===== config.mk =====
export PLATFORM = sky130hd
export DESIGN_NAME = modbus_rtu_rx_framer
export DESIGN_NICKNAME = d
export VERILOG_FILES = /design/src/rtl/modbus_pkg.sv /design/src/rtl/modbus_rtu_rx_framer_gap_timer.sv /design/src/rtl/modbus_rtu_rx_framer.sv
export SDC_FILE = /design/constraint.sdc
export NUM_CORES = 2
export LEC_CHECK = 0
export BUFFER_PORTS_ARGS = -buffer_cell sky130_fd_sc_hd__buf_2
export CORE_MARGIN = 2
export CORE_UTILIZATION = 55
export DETAILED_ROUTE_END_ITERATION = 6
export PLACE_DENSITY = 0.71
export SLEW_MARGIN = 15
export SYNTH_ARGS = -nofsm -noshare
export SYNTH_HDL_FRONTEND = slang
export SYNTH_SLANG_ARGS = --single-unit

===== constraint.sdc =====
create_clock -name clk -period 4.56 [get_ports clk]
set_input_delay 0.456 -clock clk [delete_from_list [all_inputs] [get_ports clk]]
set_output_delay 0.456 -clock clk [all_outputs]
set_load 0.02 [all_outputs]

===== src/rtl/modbus_pkg.sv =====
// Shared Modbus RTU definitions: CRC16 constants and byte-step function, broadcast address, framer states.
// Latency: n/a (package only).
// Backpressure: n/a.
package modbus_pkg;

  localparam logic [15:0] CRC_INIT      = 16'hFFFF;
  localparam logic [15:0] CRC_POLY      = 16'hA001;
  localparam logic [7:0]  MB_BCAST_ADDR = 8'h00;

  typedef enum logic [2:0] {
    WAIT_IDLE,
    IDLE,
    RECV,
    GAP,
    CHECK,
    HOLD
  } framer_state_t;

  // One byte of the reflected Modbus CRC16, LSB first.
  function automatic logic [15:0] crc16_step(input logic [15:0] crc, input logic [7:0] data);
    logic [15:0] c;
    c = crc ^ {8'h00, data};
    for (int i = 0; i < 8; i++) begin
      c = c[0] ? ((c >> 1) ^ CRC_POLY) : (c >> 1);
    end
    return c;
  endfunction

endpackage


===== src/rtl/modbus_rtu_rx_framer_gap_timer.sv =====
// Saturating inter-character silence counter with t1.5 / t3.5 thresholds; shared with the TX path.
// Latency: hit flags reflect the registered count; count clears the cycle after rx_valid.
// Backpressure: none, free-running.
// Ports: clk, rst (sync, active-high), rx_valid (clears count), t15_hit (count >= T15_CYC),
//        t35_hit (count saturated at T35_CYC).
module rtu_gap_timer #(
  parameter int T15_CYC = 750,
  parameter int T35_CYC = 1750
) (
  input  logic clk,
  input  logic rst,
  input  logic rx_valid,
  output logic t15_hit,
  output logic t35_hit
);

  localparam int CW = $clog2(T35_CYC + 1);
  localparam logic [CW-1:0] T15_W = CW'(T15_CYC);
  localparam logic [CW-1:0] T35_W = CW'(T35_CYC);

  logic [CW-1:0] sil_cnt;

  always_ff @(posedge clk) begin
    if (rst) begin
      sil_cnt <= '0;
    end else if (rx_valid) begin
      sil_cnt <= '0;
    end else if (sil_cnt != T35_W) begin
      sil_cnt <= sil_cnt + 1'b1;
    end
  end

  assign t15_hit = (sil_cnt >= T15_W);
  assign t35_hit = (sil_cnt == T35_W);

endmodule


===== src/rtl/modbus_rtu_rx_framer.sv =====
// Modbus RTU receive framer: silence-delimited framing, CRC16 check, slave address filter, held frame buffer.
// Latency: verdict one cycle after t3.5 silence; rd_data registered, one cycle after rd_addr.
// Backpressure: a held frame blocks reception until frm_release; bytes arriving meanwhile are dropped.
// Ports: clk, rst (sync, active-high); rx_data/rx_valid/rx_err from the UART; my_addr slave address;
//        frm_ready/frm_len/frm_bcast describe the held frame; frm_release frees it; rd_addr/rd_data read
//        the buffer; crc_err and frm_drop are single-cycle verdict pulses.
module modbus_rtu_rx_framer
  import modbus_pkg::*;
#(
  parameter int T15_CYC = 750,
  parameter int T35_CYC = 1750,
  parameter int MAX_LEN = 256,
  parameter int AW      = 9
) (
  input  logic          clk,
  input  logic          rst,
  input  logic [7:0]    rx_data,
  input  logic          rx_valid,
  input  logic          rx_err,
  input  logic [7:0]    my_addr,
  output logic          frm_ready,
  output logic [AW-1:0] frm_len,
  output logic          frm_bcast,
  input  logic          frm_release,
  input  logic [AW-1:0] rd_addr,
  output logic [7:0]    rd_data,
  output logic          crc_err,
  output logic          frm_drop
);

  localparam int BW = $clog2(MAX_LEN);
  localparam logic [AW-1:0] MAX_LEN_W = AW'(MAX_LEN);
  localparam logic [AW-1:0] MIN_LEN_W = AW'(4);

  framer_state_t state;
  logic [AW-1:0] cnt;
  logic [15:0]   crc;
  logic          bad;
  logic [7:0]    addr_byte;   // copy of buf[0]; the RAM read port belongs to the consumer
  logic          hold_seen;   // any byte arrived while a frame was held
  logic          t15_hit;
  logic          t35_hit;

  logic [7:0]    mem [0:MAX_LEN-1];
  logic          wr_en;
  logic [BW-1:0] wr_idx;

  rtu_gap_timer #(
    .T15_CYC (T15_CYC),
    .T35_CYC (T35_CYC)
  ) u_gap_timer (
    .clk      (clk),
    .rst      (rst),
    .rx_valid (rx_valid),
    .t15_hit  (t15_hit),
    .t35_hit  (t35_hit)
  );

  // Buffer writes only happen while a frame is being assembled, so HOLD leaves it frozen.
  always_comb begin
    wr_en  = 1'b0;
    wr_idx = cnt[BW-1:0];
    case (state)
      IDLE: begin
        wr_en  = rx_valid;
        wr_idx = '0;
      end
      RECV:    wr_en = rx_valid && !t15_hit && (cnt != MAX_LEN_W);
      default: wr_en = 1'b0;
    endcase
  end

  always_ff @(posedge clk) begin
    if (wr_en) begin
      mem[wr_idx] <= rx_data;
    end
  end

  // Out-of-range reads keep the previous value rather than indexing past the array.
  always_ff @(posedge clk) begin
    if (rst) begin
      rd_data <= '0;
    end else if (rd_addr < MAX_LEN_W) begin
      rd_data <= mem[rd_addr[BW-1:0]];
    end
  end

  always_ff @(posedge clk) begin
    if (rst) begin
      state     <= WAIT_IDLE;
      cnt       <= '0;
      crc       <= CRC_INIT;
      bad       <= 1'b0;
      addr_byte <= '0;
      hold_seen <= 1'b0;
      frm_ready <= 1'b0;
      frm_len   <= '0;
      frm_bcast <= 1'b0;
      crc_err   <= 1'b0;
      frm_drop  <= 1'b0;
    end else begin
      crc_err  <= 1'b0;
      frm_drop <= 1'b0;
      case (state)
        WAIT_IDLE: begin
          // A byte landing on the expiry cycle restarts the wait; it belongs to a frame we never saw begin.
          if (t35_hit && !rx_valid) state <= IDLE;
        end
        IDLE: begin
          if (rx_valid) begin
            state     <= RECV;
            cnt       <= AW'(1);
            crc       <= crc16_step(CRC_INIT, rx_data);
            bad       <= rx_err;
            addr_byte <= rx_data;
          end
        end
        RECV: begin
          if (t15_hit) begin
            if (rx_valid) begin
              frm_drop <= 1'b1;
              state    <= WAIT_IDLE;
            end else begin
              state <= GAP;
            end
          end else begin
            if (rx_err) bad <= 1'b1;
            if (rx_valid) begin
              crc <= crc16_step(crc, rx_data);
              if (cnt == MAX_LEN_W) bad <= 1'b1;
              else                  cnt <= cnt + 1'b1;
            end
          end
        end
        GAP: begin
          if (rx_valid) begin
            frm_drop <= 1'b1;
            state    <= WAIT_IDLE;
          end else if (t35_hit) begin
            state <= CHECK;
          end
        end
        CHECK: begin
          if (bad || (cnt < MIN_LEN_W)) begin
            frm_drop <= 1'b1;
            state    <= IDLE;
          end else if (crc != 16'h0000) begin
            crc_err <= 1'b1;
            state   <= IDLE;
          end else if ((addr_byte != my_addr) && (addr_byte != MB_BCAST_ADDR)) begin
            state <= IDLE;
          end else begin
            state     <= HOLD;
            frm_ready <= 1'b1;
            frm_len   <= cnt - AW'(2);
            frm_bcast <= (addr_byte == MB_BCAST_ADDR);
            hold_seen <= 1'b0;
          end
        end
        HOLD: begin
          if (rx_valid) begin
            hold_seen <= 1'b1;
            // First byte seen in HOLD, or first byte after t3.5 silence, opens a new (dropped) frame.
            if (!hold_seen || t35_hit) frm_drop <= 1'b1;
          end
          if (frm_release) begin
            frm_ready <= 1'b0;
            state     <= (hold_seen || rx_valid) ? WAIT_IDLE : IDLE;
          end
        end
        default: state <= WAIT_IDLE;
      endcase
    end
  end

endmodule

==> flow_summary.ini <==
[run_status]
status = finished, final reports clean

[detailed_routing]
drt_pass1_iterations = 6
drtIter0Drc = 5441
vias_per_cell = 6.45
ant_nets = 0
wl_um = 199000
vias = 42277
route.detailed.drc = 0
avgRoutedWirePerCell_um = 30.4

[global_route]
grt_max_degree = 123
grt_overflow_total = 0
grt_use_total_pct = 26.2
antenna_found_initial = 5
grt_pass1_wl_um = 290000
grt_pass1_vias = 42008

[placement]
dp.cells = 6177
hpwl_um = 122000
routabilityCongestion = 0.867
dp_slack_ns = 0.684
port_buffers = 50

[synthesis]
synth_mux_area_share_pct = 16.1
syn_area_mm2 = 0.0830
ys_ff_latch = 2118
post-synth-top-area-cell = edfxtp_1
synth_nets = 4085
synthArstFlopShare_pct = 0
synth_edf_count = 2048
synth.top_cell.area_share_pct = 74.1
synth_xor_area_share_pct = 0.705
post_synth_and_or_nand_nor_area_fraction_pct = 3.28
ys.flop_type = edfxtp_1
synthAdderAreaFrac_pct = 0.0904
avgSynthCellArea_um2 = 20.5
synth.area.top_cells = edfxtp_1, mux4_2, mux2i_1
ys_warn_count = 0
ys_seq_area_share_pct = 75.7
ys_types = 67
syn-instance-count = 4049
synth_top_family_by_area = multiplexers
synth_compound_area_share_pct = 2.68

[timing]
final.setup.worst_slack_ns = 0.612
final_max_slew_viol_count = 0
max_slew_margin_pct = 16.5
setup_violations = 0
fin_setup_tns_ns = 0
rsz0062_at_grt = no
clock_skew_ns = 0.0523
tightest_slew_ns = 1.25
fin_crit_sh_pct = 86.6
fmaxAchievable_mhz = 253
finalHoldViolCount = 0
hold_ws_ns = 0.0753
layout_min_cycle_time_ns = 3.95

[cts]
clock-sinks = 2118
post_cts_buffers = 0
cts_buffer_depth = 3
numCtsBuffers = 202
cts_tree = yes
cts_max_level = 4
clk_latency_ns = 0.85
root_buffer = clkbuf_16
cts.reportedPaths.clkPinSlew_ns = 0.06

[worst_setup_path]
crit_type = reg -> reg
r2r-start = u_gap_timer.sil_cnt[0]
endpoint = mem[224][1]
cp-startpoint = u_gap_timer.sil_cnt[0]
cp-end-kind = flop
crit_required_ns = 5.01
reg2reg_depth = 11
r2r_end = mem[224][1]
crit_path_start_kind = flop
crit_fanout = 10
critPathArrivalTime_ns = 4.40
rrSetupSlack_ns = 0.61

[cells_and_area]
drive_gt1_share_pct = 27.1
fin_nets = 4404
area_delta_synth_final_pct = 13.3
stdcell_count = 6555
fillCellCount = 10055

[floorplanning]
chipWidth_um = 393
io_pins = 51
fp.dieArea_mm2 = 0.154
start_util_pct = 55.4
die_h_um = 393
core-area_mm2 = 0.150
rows = 142

[power]
ir_drop_mv = 0.383
power_uw = 39700
p_leak_uw = 0.0299
p_per_area_mw_per_mm2 = 422

[hold_path]
hp-class = in -> reg

[job]
drv_cap = 0
through the flow:
step                      utilization (%)  instance area, um2
after global routing                 62.7               94100
after detailed placement             58.4               87600
after floorplan                         -               83000
after global placement               58.4               87500
final                                62.7               94100
after CTS                            62.7               94100
cell usage in the layout, fill, tap and decap left out, types with 7 or more instances in the layout:
| master | count |
|---|---|
| edfxtp_1 | 2048 |
| mux4_2 | 508 |
| buf_4 | 310 |
| clkbuf_16 | 203 |
| nor3_1 | 181 |
| nor2_1 | 166 |
| mux2i_1 | 153 |
| nand2_1 | 126 |
| dfxtp_1 | 70 |
| a21oi_1 | 52 |
| a22oi_1 | 52 |
| clkbuf_1 | 52 |
| o221ai_1 | 50 |
| buf_2 | 39 |
| clkinv_1 | 35 |
| clkinv_2 | 34 |
| xor2_1 | 33 |
| mux2_2 | 32 |
| a211oi_1 | 30 |
| xnor2_1 | 26 |
| o22ai_1 | 25 |
| o211ai_1 | 21 |
| o21ai_0 | 21 |
| buf_12 | 20 |
| nand3_1 | 17 |
| a32oi_1 | 14 |
| bufinv_16 | 14 |
| nor2b_1 | 13 |
| clkbuf_8 | 11 |
| nor4_1 | 10 |
| a31oi_1 | 10 |
| clkinvlp_4 | 10 |
| nand4_1 | 9 |
| inv_1 | 8 |
| a2111oi_0 | 8 |
| nand2b_1 | 8 |
| a221o_1 | 8 |
| nand4b_1 | 7 |
worst min-delay path by stage:
| stage | cells past startpoint | from | slack, ns | end |
|---|---|---|---|---|
| 2_1_floorplan | 2 | addr_byte[2] | 0.46 | addr_byte[2] |
| 3_3_place_gp | 2 | addr_byte[6] | 0.47 | addr_byte[6] |
| 3_5_place_dp | 2 | frm_len[7] | 0.48 | frm_len[7] |
| 4_1_cts | 1 | rx_data[3] | 0.04 | mem[170][3] |
| 5_1_grt | 1 | rx_data[3] | 0.05 | mem[170][3] |
| 6_report | 1 | rx_data[3] | 0.08 | mem[170][3] |
flip-flops by register name, indices dropped and copies added (netlist names):
register / cells
addr_byte: 8
cnt: 9
u_gap_timer.sil_cnt: 11
frm_drop: 1
crc_err: 1
bad: 1
frm_ready: 1
crc: 16
mem: 2048
rd_data: 8
state: 3
frm_bcast: 1
frm_len: 9
hold_seen: 1
cell families after synthesis:
kind of cell	count (synthesis)
xor gates and xnor gates	62
and+or+nand+nor	584
buffers and inverters	277
DFF	2118
AOI/OAI and AO/OA	309
muxes	693
adders and majority gates	6
cells in the mapped netlist, types with 33 or more instances:
cell,count
a21oi_1,52
a22oi_1,52
buf_2,68
clkbuf_1,157
dfxtp_1,70
edfxtp_1,2048
mux2i_1,153
mux4_2,508
nand2_1,130
nor2_1,167
nor3_1,182
o221ai_1,50
xor2_1,33
layout make-up:
type,count,area [um2],area share [%]
clock inverters,112,1120,1.20
flip-flops and latches,2118,62900,66.9
clock buffers,261,5360,5.69
multi-input cells,1654,19000,20.2
diodes,2,5.00,0.00532
repair buffers,382,3100,3.29
well taps,2016,2520,2.68
inverters,10,45.0,0.0479
routing by layer:
layer	vias to the layer above	track usage [%]	share of wire [%]
li1	17511	-	-
met5	-	0	0
met1	22085	37.8	39
met3	353	4.79	9.4
met2	2328	40.8	48
met4	0	9.21	3.5
power breakdown:
| group | leakage [uW] | switching [uW] | internal [uW] |
|---|---|---|---|
| clock network | 0.00314 | 7190 | 9140 |
| logic | 0.00776 | 1290 | 739 |
| registers | 0.0190 | 40.9 | 21300 |
| total | 0.0299 | 8520 | 31200 |
critical path: stages (launching register included):
cell and delay, ns:
dfxtp_1 0.39, inv_1 0.10, ha_1 0.22, o211a_1 0.21, o21a_1 0.17, o21a_1 0.22, o41ai_2 0.29, buf_4 0.20
and2_0 0.53, o21ai_4 0.42, buf_4 0.30, nor2_1 0.54
repair_timing:
item                      in CTS  in global routing
hold endpoints to repair      28                  0
gates resized for setup        0                  0
hold buffers                   3                  0
No activity file was read; power rests on OpenSTA's default activity.
